<file path="src/rtl/instqueue_multi.sv">
// Multi-issue instruction queue: circular buffer between fetch and decode that
// hands up to ISSUE oldest entries per cycle to registered decoder lanes.
module instqueue_multi #(
    parameter int IW    = 32,
    parameter int AW    = 32,
    parameter int DEPTH = 16,
    parameter int ISSUE = 2,
    localparam int CW   = $clog2(DEPTH + 1),
    localparam int SW   = $clog2(ISSUE + 1)
) (
    input  logic                clk_in,
    input  logic                rst_n_in,
    input  logic                rdy_in,
    input  logic                flush_in,
    input  logic                if_instqueue_en_in,
    input  logic [IW-1:0]       if_instqueue_inst_in,
    input  logic [AW-1:0]       if_instqueue_pc_in,
    output logic                instqueue_if_full_out,
    input  logic [SW-1:0]       decoder_instqueue_slots_in,
    output logic [ISSUE-1:0]    instqueue_decoder_valid_out,
    output logic [ISSUE*IW-1:0] instqueue_decoder_inst_out,
    output logic [ISSUE*AW-1:0] instqueue_decoder_pc_out,
    output logic [CW-1:0]       instqueue_count_out
);
    localparam int PW = $clog2(DEPTH);

    logic [IW-1:0]       inst_mem [DEPTH];
    logic [AW-1:0]       pc_mem   [DEPTH];
    logic [PW-1:0]       head;
    logic [PW-1:0]       tail;
    logic [CW-1:0]       count;
    logic                enq_p0;
    logic [SW-1:0]       deq_n_p0;
    logic [ISSUE-1:0]    vld_p1;
    logic [ISSUE*IW-1:0] inst_p1;
    logic [ISSUE*AW-1:0] pc_p1;

    // Dequeue size: slot request clamped to ISSUE and to the current occupancy.
    function automatic logic [SW-1:0] sat_deq(input logic [SW-1:0] slots,
                                              input logic [CW-1:0] cnt);
        int n;
        n = int'(slots);
        if (n > ISSUE)
            n = ISSUE;
        if (n > int'(cnt))
            n = int'(cnt);
        return SW'(n);
    endfunction

    // Stage p0: accept/dequeue decisions from start-of-cycle occupancy
    always_comb begin
        enq_p0   = if_instqueue_en_in && (count < CW'(DEPTH));
        deq_n_p0 = sat_deq(decoder_instqueue_slots_in, count);
    end

    assign instqueue_if_full_out = (count == CW'(DEPTH));
    assign instqueue_count_out   = count;

    always_ff @(posedge clk_in) begin
        if (rdy_in && !flush_in && enq_p0) begin
            inst_mem[tail] <= if_instqueue_inst_in;
            pc_mem[tail]   <= if_instqueue_pc_in;
        end
    end

    // Stage p1: pointer/count update and registered decoder lanes
    always_ff @(posedge clk_in or negedge rst_n_in) begin
        if (!rst_n_in) begin
            head    <= '0;
            tail    <= '0;
            count   <= '0;
            vld_p1  <= '0;
            inst_p1 <= '0;
            pc_p1   <= '0;
        end else if (rdy_in) begin
            if (flush_in) begin
                head    <= '0;
                tail    <= '0;
                count   <= '0;
                vld_p1  <= '0;
                inst_p1 <= '0;
                pc_p1   <= '0;
            end else begin
                tail  <= tail + PW'(enq_p0);
                head  <= head + PW'(deq_n_p0);
                count <= count + CW'(enq_p0) - CW'(deq_n_p0);
                for (int k = 0; k < ISSUE; k++) begin
                    if (k < int'(deq_n_p0)) begin
                        vld_p1[k]            <= 1'b1;
                        inst_p1[k*IW +: IW]  <= inst_mem[head + PW'(k)];
                        pc_p1[k*AW +: AW]    <= pc_mem[head + PW'(k)];
                    end else begin
                        vld_p1[k]            <= 1'b0;
                        inst_p1[k*IW +: IW]  <= '0;
                        pc_p1[k*AW +: AW]    <= '0;
                    end
                end
            end
        end
    end

    assign instqueue_decoder_valid_out = vld_p1;
    assign instqueue_decoder_inst_out  = inst_p1;
    assign instqueue_decoder_pc_out    = pc_p1;

endmodule

</file>
<file path="config.mk">
export PLATFORM = sky130hd
export DESIGN_NAME = instqueue_multi
export DESIGN_NICKNAME = d
export VERILOG_FILES = /design/src/rtl/instqueue_multi.sv
export SDC_FILE = /design/constraint.sdc
export NUM_CORES = 2
export LEC_CHECK = 0
export BUFFER_PORTS_ARGS = -buffer_cell sky130_fd_sc_hd__buf_2
export CAP_MARGIN = 15
export CORE_ASPECT_RATIO = 1.4
export CORE_MARGIN = 5
export CORE_UTILIZATION = 55
export CTS_CLUSTER_DIAMETER = 120
export DETAILED_ROUTE_END_ITERATION = 10
export PLACE_DENSITY = 0.72
export SYNTH_ARGS = -nofsm -noshare
export SYNTH_HDL_FRONTEND = slang
export SYNTH_SLANG_ARGS = --single-unit
</file>
<file path="constraint.sdc">
create_clock -name clk_in -period 8 [get_ports clk_in]
set_input_delay 0.8 -clock clk_in [delete_from_list [all_inputs] [get_ports clk_in]]
set_output_delay 0.8 -clock clk_in [all_outputs]
set_load 0.005 [all_outputs]
</file>
# == Word-level counts from Yosys, hierarchy flattened ==
# Memory sizes are Yosys's and may differ from the RTL's.
# Cells that the tools add are included.
# totals
inputBits,71
memories,2
word_cells,39
ramBits,1024
regBits,143
# memory_table
name,depth,word_bits,read_ports,rd_clocked_by_memory_dff,write_ports,line,rtl
inst_mem,16,32,2,0,1,27,logic [IW-1:0] inst_mem [DEPTH];
pc_mem,16,32,2,0,1,28,logic [AW-1:0] pc_mem [DEPTH];
# classes
n_eq_ne,1
n_mux,16
n_reduce_logical,4
addsub,5
magnitude_cmp,5
# ops
operator,n
$mux W32,4
$mux W64,2
$mux W4,2
$mux W2,3
$add A5 B1 Y5,1
$eq A5 B5 Y1 const B,1
$gt A2 B5 Y1,1
$lt A5 B5 Y1 const B,1
$mux W5,1
$sub A5 B2 Y5,1
$add A4 B1 Y4,1
$add A4 B1 Y4 const B,1
$add A4 B2 Y4,1
$lt A1 B2 Y1 const A,2
$mux W1,4
$logic_and A1 B1 Y1,3
$gt A2 B2 Y1 const B,1
$logic_not A1 Y1,1

# == Longest topological paths before layout ==
# depth
depth_word,7
depth_mapped,15
depth_no_buf,15

# == Least setup slack after synthesis ==
# OpenSTA, ideal clock, no wires.
# synth_path
path_type,input port to flip-flop
from,input port rdy_in
to,"memory inst_mem[3][0], enable pin"
slack_ns,1.516
stages,4
setup_time_ns,0.564
t_required_ns,7.436
path_buffers,1
arrival_time_ns,5.920
cell_sequence,clkbuf_1 -> nor2b_1 -> nand4_1 -> nor3_1
# synth_via
elab_chain_cells,4
# synth_lines
element,line,rtl
from (decl),13,"input logic rdy_in,"
$logic_and A1 B1 Y1 (2 in a row),60,if (rdy_in && !flush_in && enq_p0) begin
$mux W1,60,
$mux W1 (not written as such),61,inst_mem[tail] <= if_instqueue_inst_in;
to (decl),27,
# Every way passes these cells.

# == Worst setup path in the final report ==
# layout_path
from,register head[0]
to,register inst_p1[37] (netlist: instqueue_decoder_inst_out[37])
# layout_via
elab_chain_cells,4
# layout_lines
element,line,rtl
from (decl),29,logic [PW-1:0] head;
from (signal assigned),85,head <= head + PW'(deq_n_p0);
$add A4 B1 Y4,90,inst_p1[k*IW +: IW] <= inst_mem[head + PW'(k)];
$mem_v2 Z16 W32,-,
$mux W32,88,if (k < int'(deq_n_p0)) begin
$mux W64,76,if (flush_in) begin
"to (signal, indexed assignment)",90,
to (decl),35,logic [ISSUE*IW-1:0] inst_p1;
# Every way passes these cells.
# A chain may end at the register's enable or synchronous reset.

==> impl_metrics.env <==
export IMPL_status="completed"
export IMPL_fmax_mhz=219
export IMPL_wl_per_cell_um=33.8
export IMPL_relSlewSlack_pct=25.5
export IMPL_fin_crit_ns=4.56
export IMPL_n_fill_cell=6514
export IMPL_setup_tns_ns=0
export IMPL_nets=2993
export IMPL_setup_ws_ns=3.44
export IMPL_fin_worst_skew_ns=0.0226
export IMPL_rsz0062_at_grt="no"
export IMPL_final_common_cell="edfxtp_1"
export IMPL_die_width_um=272
export IMPL_clk_latency_ns=0.70
export IMPL_startpoint_type="flop"
export IMPL_path_class="flop to flop"
export IMPL_cp_max_fo=144
export IMPL_final_area_um2=58700
export IMPL_syn_area_um2=52800
export IMPL_power_density_nw_per_um2=325
export IMPL_dp_hpwl_um=75300
export IMPL_grt_overflow=0
export IMPL_ys_types=53
export IMPL_row_count=134
export IMPL_cp_num_buf_inv=3
export IMPL_cts_root_buffer="clkbuf_16"
export IMPL_grt_max_degree=145
export IMPL_clockBufferDepth=3
export IMPL_synth_fp_nets=2825
export IMPL_cpPeakStageDelay_ns=0.95
export IMPL_mostFrequentLayoutCells="edfxtp_1 (1024), mux4_2 (512), buf_2 (204), inv_1 (148), dfrtp_1 (141)"
export IMPL_cts_buffers=108
export IMPL_synth_edf_count=1024
export IMPL_hold_class="input pin to asynchronous set/reset pin"
export IMPL_synth_seq_area_share_pct=65.0
export IMPL_post_place_ws_ns=3.40
export IMPL_dpl_cell_area_um2=54900
export IMPL_crit_required_ns=8.52
export IMPL_drive_above_1_share_pct=34.6
export IMPL_drc=0
export IMPL_finalMaxSlewViolations=0
export IMPL_synth_cells=2737
export IMPL_drt_iter0_markers=4197
export IMPL_area_delta_synth_final_pct=11.2
export IMPL_antenna_found_initial=20
export IMPL_cp_slowest_cell="dfrtp_4"
export IMPL_ant_nets=0
export IMPL_cts_resized=0
export IMPL_grt_usage_pct=28.0
export IMPL_cpMostUsedCell="buf_4"
export IMPL_path_clk_slew_ns=0.07
export IMPL_vdd_drop_max_mv=0.384
export IMPL_finalSetupViolCount=0
export IMPL_arrival_ns=5.08
export IMPL_cts_hold_buf=0
export IMPL_tightest_slew_ns=1.11
export IMPL_synthTopCellsByArea="edfxtp_1 (58%), mux4_2 (22%), dfrtp_1 (6.8%), a21boi_0 (1.6%), nor2b_1 (1.6%)"
export IMPL_cts_tree="built"
export IMPL_routed_wl_um=143000
export IMPL_io_pins=207
export IMPL_yosysTopAreaCell="edfxtp_1"
export IMPL_hold_viol_final=0
export IMPL_cp_top_family="buffers and inverters"
export IMPL_synth_ff_type="edfxtp_1"
export IMPL_period_share_pct=57.0
export IMPL_synth_top_area_share_pct=58.2
export IMPL_port_buffers=206
export IMPL_dr_pass1_iters=5
export IMPL_async_flop_share_pct=12.3
export IMPL_fin_util_pct=61.5
export IMPL_final_cells=4235
export IMPL_cts_setup_buffers=0
export IMPL_yosys_warnings=0
export IMPL_cp_cell_sequence="buf_12 > nand3b_4 > a31oi_4 > buf_4 > buf_4 > nor2b_1 > nor4_1 > o22ai_1"
export IMPL_place_inst=4019
export IMPL_gp_congestion=0.784
export IMPL_maxCapViolations=0
export IMPL_core_area_um2=95400
export IMPL_die_area_um2=102000
export IMPL_via_per_inst=7.12
export IMPL_avgSynthCellArea_um2=19.3
export IMPL_die_h_um=377
export IMPL_htree_levels=3
export IMPL_initial_core_util_pct=55.4
export IMPL_grt_pass1_vias=31300
export IMPL_p_leak_nw=18.9
export IMPL_ys_seq_elements=1167
export IMPL_critPathCaptureType="flop"
export IMPL_grt_pass1_wl_um=211000
export IMPL_cts_sinks=1167
export IMPL_num_vias=30100
flip-flops by register name, indices dropped and copies added (netlist names):
register	count
pc_mem	512
head	4
instqueue_decoder_pc_out	64
instqueue_decoder_inst_out	64
instqueue_count_out	5
tail	4
inst_mem	512
instqueue_decoder_valid_out	2
layout make-up:
cell class | count | area [µm²] | share of cell area (%)
timing repair buffer | 273 | 1610 | 2.73
clock buffer | 142 | 3040 | 5.18
tap | 1224 | 1530 | 2.61
sequential | 1167 | 34300 | 58.5
clock inverter | 58 | 676 | 1.15
multi-input combinational | 1207 | 16900 | 28.8
inverter | 148 | 556 | 0.946
antenna | 16 | 40.0 | 0.0682
path summary, 6_finish.rpt:
check | from | to | slack, ns | cells after the start
setup / recovery | head[0] | instqueue_decoder_inst_out[37] | 3.44 | 8
hold / removal | rst_n_in | instqueue_decoder_inst_out[3] | 0.07 | 1
setup reg to reg | head[0] | instqueue_decoder_inst_out[37] | 3.44 | 8
hold reg to reg | instqueue_decoder_valid_out[0] | instqueue_decoder_valid_out[0] | 0.52 | 2
max in group asynchronous | rst_n_in | instqueue_decoder_pc_out[8] | 6.55 | 2
min in group clk_in | if_instqueue_inst_in[21] | inst_mem[11][21] | 0.47 | 1
stage by stage:
stage	power [mW]	hold WS, ns
floorplan	12.1	0.504
global placement	13.7	0.506
detailed placement	13.8	0.517
CTS	19.2	0.0449
global route	19.9	0.0870
finish	19.1	0.0746
cell families (layout without fill, tap and decap cells):
| group | after synthesis | after routing | synth area share [%] |
|---|---|---|---|
| adders and majority gates | 17 | 17 | 0.431 |
| xor gates and xnor gates | 3 | 3 | 0.0498 |
| and+or+nand+nor | 258 | 258 | 2.96 |
| DFF | 1167 | 1167 | 65.0 |
| muxes | 513 | 513 | 21.9 |
| other | 0 | 16 | 0 |
| AOI/OAI and AO/OA | 416 | 416 | 6.39 |
| buffers and inverters | 363 | 621 | 3.31 |
cells in the mapped netlist, types with 2 or more instances:
library cell and number:
buf_1 15, edfxtp_1 1024, ha_1 15, and2b_1 3, a221oi_1 26, nor3_1 6
a21oi_1 3, buf_2 69, o22ai_1 132, a21boi_1 12, mux4_2 512, nand3_1 2
a221oi_2 38, buf_4 15, nor3b_1 2, xor2_1 2, nand2b_1 4, o21ai_0 11
nand2_1 11, nor2_1 20, nor4_1 64, dfrtp_1 143, fa_1 2, a22o_1 64
a21boi_0 116, clkbuf_1 85, inv_1 148, nand4_1 4, nand3b_1 5, nor2b_1 132
buf_6 30
report_power, final:
part / leakage [nW] / switching [mW] / internal [mW]
combinational: 5.94 / 3.30 / 3.13
clock: 1.83 / 2.25 / 3.13
sequential: 11.1 / 0.346 / 6.94
worst reg2reg max path: stages, from the launching register on:
cell and delay (ns):
dfrtp_4 0.95, buf_12 0.74, nand3b_4 0.20, a31oi_4 0.76, buf_4 0.59, buf_4 0.58
nor2b_1 0.13, nor4_1 0.30, o22ai_1 0.14
layer usage:
layer | track usage, % | wire length, µm
met1 | 37.8 | 51800
met2 | 45.6 | 70300
met3 | 5.07 | 14800
met4 | 12.0 | 6400
met5 | 0 | 41
(Power assumes the default switching activity.)
